$ cat src/rtl/serial_word_collector_pkg.sv
// Shared definitions for the serial word collector: FSM state encoding,
// the default frame width shared with the downstream checker, and counter sizing.
package serial_word_collector_pkg;

    typedef enum logic [1:0] {
        ST_IDLE  = 2'd0,
        ST_SHIFT = 2'd1,
        ST_HOLD  = 2'd2
    } state_t;

    localparam int DEFAULT_WIDTH = 7;

    // One extra bit of headroom so WIDTH-1 is always representable.
    function automatic int cnt_width(input int width);
        return $clog2(width) + 1;
    endfunction

endpackage

$ cat src/rtl/serial_word_collector_sipo_shift_reg.sv
// Serial-in parallel-out shift register; load_first starts a new frame
// with din in the position from which WIDTH-1 further shifts carry it to its final bit.
module sipo_shift_reg #(
    parameter int WIDTH     = 7,
    parameter int MSB_FIRST = 1
) (
    input  logic             clk,
    input  logic             rst,
    input  logic             shift_en,
    input  logic             load_first,
    input  logic             din,
    output logic [WIDTH-1:0] q
);

    always_ff @(posedge clk) begin
        if (rst) begin
            q <= '0;
        end else if (load_first) begin
            if (MSB_FIRST != 0) begin
                q <= {{(WIDTH-1){1'b0}}, din};
            end else begin
                q <= {din, {(WIDTH-1){1'b0}}};
            end
        end else if (shift_en) begin
            if (MSB_FIRST != 0) begin
                q <= (q << 1) | {{(WIDTH-1){1'b0}}, din};
            end else begin
                q <= (q >> 1) | {din, {(WIDTH-1){1'b0}}};
            end
        end
    end

endmodule

$ cat src/rtl/serial_word_collector.sv
// Deserialises a strobed bit stream into WIDTH-bit words held on a valid/ready
// bus, with sticky overrun and frame-error status.
module serial_word_collector
    import serial_word_collector_pkg::*;
#(
    parameter int WIDTH     = DEFAULT_WIDTH,
    parameter int MSB_FIRST = 1
) (
    input  logic             clk,
    input  logic             rst,
    input  logic             ser_in,
    input  logic             ser_valid,
    input  logic             ser_start,
    output logic [WIDTH-1:0] word,
    output logic             word_valid,
    input  logic             word_ready,
    output logic             busy,
    output logic             overrun,
    output logic             frame_err,
    input  logic             clr_err
);

    localparam int CW = cnt_width(WIDTH);

    state_t           state_q, state_d;
    logic [CW-1:0]    cnt_q, cnt_d;
    logic [WIDTH-1:0] sr_q;
    logic [WIDTH-1:0] shifted;
    logic             shift_en;
    logic             load_first;
    logic             word_load;
    logic             valid_d;
    logic             set_ovr;
    logic             set_ferr;
    logic             handshake;

    sipo_shift_reg #(
        .WIDTH     (WIDTH),
        .MSB_FIRST (MSB_FIRST)
    ) u_sipo (
        .clk        (clk),
        .rst        (rst),
        .shift_en   (shift_en),
        .load_first (load_first),
        .din        (ser_in),
        .q          (sr_q)
    );

    // The last bit is merged here so the word is complete on the same edge it arrives.
    always_comb begin
        if (MSB_FIRST != 0) begin
            shifted = (sr_q << 1) | {{(WIDTH-1){1'b0}}, ser_in};
        end else begin
            shifted = (sr_q >> 1) | {ser_in, {(WIDTH-1){1'b0}}};
        end
    end

    assign handshake = word_valid & word_ready;
    assign busy      = (state_q == ST_SHIFT);

    always_comb begin
        state_d    = state_q;
        cnt_d      = cnt_q;
        shift_en   = 1'b0;
        load_first = 1'b0;
        word_load  = 1'b0;
        valid_d    = word_valid;
        set_ovr    = 1'b0;
        set_ferr   = 1'b0;
        case (state_q)
            ST_IDLE: begin
                if (ser_valid && ser_start) begin
                    load_first = 1'b1;
                    cnt_d      = CW'(1);
                    state_d    = ST_SHIFT;
                end
            end
            ST_SHIFT: begin
                if (ser_valid) begin
                    if (ser_start) begin
                        load_first = 1'b1;
                        cnt_d      = CW'(1);
                        set_ferr   = 1'b1;
                    end else if (cnt_q == CW'(WIDTH - 1)) begin
                        shift_en  = 1'b1;
                        word_load = 1'b1;
                        valid_d   = 1'b1;
                        cnt_d     = '0;
                        state_d   = ST_HOLD;
                    end else begin
                        shift_en = 1'b1;
                        cnt_d    = cnt_q + CW'(1);
                    end
                end
            end
            ST_HOLD: begin
                if (handshake) begin
                    valid_d = 1'b0;
                    state_d = ST_IDLE;
                    // A start bit riding on the handshake opens the next frame immediately.
                    if (ser_valid && ser_start) begin
                        load_first = 1'b1;
                        cnt_d      = CW'(1);
                        state_d    = ST_SHIFT;
                    end else if (ser_valid) begin
                        set_ovr = 1'b1;
                    end
                end else if (ser_valid) begin
                    set_ovr = 1'b1;
                end
            end
            default: begin
                state_d = ST_IDLE;
                cnt_d   = '0;
                valid_d = 1'b0;
            end
        endcase
    end

    // Sticky flags: a set event in the same cycle as clr_err wins.
    always_ff @(posedge clk) begin
        if (rst) begin
            state_q    <= ST_IDLE;
            cnt_q      <= '0;
            word       <= '0;
            word_valid <= 1'b0;
            overrun    <= 1'b0;
            frame_err  <= 1'b0;
        end else begin
            state_q    <= state_d;
            cnt_q      <= cnt_d;
            word_valid <= valid_d;
            if (word_load) begin
                word <= shifted;
            end
            overrun   <= set_ovr  | (overrun   & ~clr_err);
            frame_err <= set_ferr | (frame_err & ~clr_err);
        end
    end

endmodule
$ cat config.mk
export PLATFORM = sky130hd
export DESIGN_NAME = serial_word_collector
export DESIGN_NICKNAME = d
export VERILOG_FILES = /design/src/rtl/serial_word_collector_pkg.sv /design/src/rtl/serial_word_collector_sipo_shift_reg.sv /design/src/rtl/serial_word_collector.sv
export SDC_FILE = /design/constraint.sdc
export NUM_CORES = 1
export LEC_CHECK = 0
export CAP_MARGIN = 20
export CORE_MARGIN = 2
export CORE_UTILIZATION = 54
export DETAILED_ROUTE_END_ITERATION = 8
export DONT_BUFFER_PORTS = 1
export PLACE_DENSITY = 0.8
export SLEW_MARGIN = 20
export SYNTH_ARGS = -nofsm -noshare
export SYNTH_HDL_FRONTEND = slang
export SYNTH_HIERARCHICAL = 1
export SYNTH_SLANG_ARGS = --single-unit
$ cat constraint.sdc
create_clock -name clk -period 1.64 [get_ports clk]
set_input_delay 0.082 -clock clk [delete_from_list [all_inputs] [get_ports clk]]
set_output_delay 0.082 -clock clk [all_outputs]
set_load 0.02 [all_outputs]
==> flow_summary.ini <==
[status]
outcome = finished clean

[cts]
cts_made_buffers = 3
cts.sinks = 22
cts_setup_buffers = 0
cts_root_buffer = clkbuf_4
htree_levels = 1
clock_path_buffers = 2
path_clk_slew_ns = 0.12
cts_tree = done
worstSkewPairLatency_ns = 0.31

[finish]
fin_nets = 133
syn_to_final_growth_pct = 14.05
final_common_cell = dfxtp_1
design_area_um2 = 1137
n_antenna_cell = 0
drive_gt1_share_pct = 8.943
mostFrequentLayoutCells = 21 x dfxtp_1, 12 x o21ai_0, 12 x nand3_1, 10 x a21oi_1, 8 x nor2_1
final_util_pct = 65.87

[critical_path]
critical_path_buf_inv_count = 1
cp.arrival_ns = 1.73
cp_top_family = buffers and inverters
critPathLaunchType = register
cp-end-kind = register
critical_path_class = reg -> reg
crit_path_max_fanout = 9
cp.required_ns = 1.83
path_cells = nor2b_1 > a32oi_1 > dlygate4sd3_1 > nor2_1
crit_slowest_cell = dlygate4sd3_1
crit_path_max_incr_delay_ns = 0.57

[die]
die_w_um = 46.97
initial_core_util_pct = 57.75
core.rowCount = 15
die_h_um = 46.97
ioPinCount = 18
core_um2 = 1727
die_area_um2 = 2206

[sta]
finalSetupViolCount = 0
slew_headroom_pct = 61.96
post-route-min-period_ns = 1.540
layout_setup_ws_ns = 0.1003
finalClockSkew_ns = 0.01115
setup-tns-final_ns = 0
maxSlewViolCount = 0
hold_viol = 0
worst_slew_pin_slew_ns = 0.5627
timing.fmax_ghz = 0.6495
period_share_pct = 93.89
rsz0062_at_grt = false

[synthesis]
avgSynthCellArea_um2 = 8.747
mappedNetlistArea_um2 = 997.2
syn-num-nets = 123
yosys_warnings = 6
synthCells = 114

[pwr]
p_per_area_nw_per_um2 = 796.5
ir_drop_v = 0.0008701
power.leakage_uw = 0.0004018

[routing]
num_vias = 882
finalWirelength_um = 2173
dr.pass1.iters = 4
vias_per_cell = 5.959
wl_per_cell_um = 14.68
drtIter0Drc = 10
drc = 0
antenna_left = 0

[place]
io_buffers = 0
placed_area_um2 = 1030
post-place-ws_ns = 0.2750
hpwl_um = 1447
gp_congestion = 0.8187

[grt]
overflow = 0
grt_max_degree = 16
track_usage_pct = 20.68
grt_pass1_wl_um = 3167
grt_pass1_vias = 787
antenna_found_initial = 0

[min_path]
hold_path_class = in -> reg

[run]
max_cap_violations = 0
==> state kept, by name, summed over array words and instances, names as in the netlist <==
signal,cells
u_sipo/q,6
word_valid,1
word,7
frame_err,1
state_q,2
overrun,1
cnt_q,4
==> cell type report <==
class | count | area [um2]
clock buffer | 4 | 36.28
fill | 159 | 589.3
inverter | 5 | 18.77
multi-input combinational | 80 | 501.7
sequential | 22 | 441.7
tap | 25 | 31.28
timing repair buffer | 12 | 107.6
==> timing repair <==
item                       CTS  global route
hold buffers                 7             0
hold endpoints to repair    19             0
setup endpoints to repair    0             1
gates resized for setup      0             1
==> power by group <==
| part | total, uW | internal [uW] | leakage (uW) | switching [uW] |
|---|---|---|---|---|
| registers | 549 | 540 | 0.000178 | 8.53 |
| clock network | 295 | 136 | 0.0000210 | 160 |
| logic | 61.5 | 28.2 | 0.000203 | 33.4 |
| total | 906 | 704 | 0.000402 | 202 |
==> path summary, 6_finish.rpt <==
path / start / slack [ns] / endpoint / cells past startpoint
min: word_ready / 0.01 / state_q[1]$_SDFFE_PP0P_ / 3
max reg2reg: state_q[1]$_SDFFE_PP0P_ / 0.10 / frame_err$_SDFF_PP0_ / 4
min reg2reg: u_sipo/q[5]$_SDFFE_PP0P_ / 0.49 / word[6]$_SDFFE_PP0P_ / 2
max: state_q[1]$_SDFFE_PP0P_ / 0.10 / frame_err$_SDFF_PP0_ / 4
==> stage by stage <==
step	total power, uW	instances	hold WS (ns)
6_report	905.8	148	0.01394
5_1_grt	955.1	148	0.003928
4_1_cts	912.9	148	0.008143
3_5_place_dp	602.2	137	0.1563
3_3_place_gp	600.6	137	0.1536
2_1_floorplan	596.6	114	0.1511
==> worst min-delay path, cell delays in order <==
cell and delay [ns]:
nand2_1 0.07, nand2_1 0.07, a21oi_1 0.06
==> metal layers <==
layer	routed length, um	vias up	track usage [%]
li1	-	440	-
met1	974	423	25.53
met5	0	-	0
met4	10	0	5.556
met3	104	2	6.923
met2	1084	17	34.52
Power figures use the tool's default switching activity.
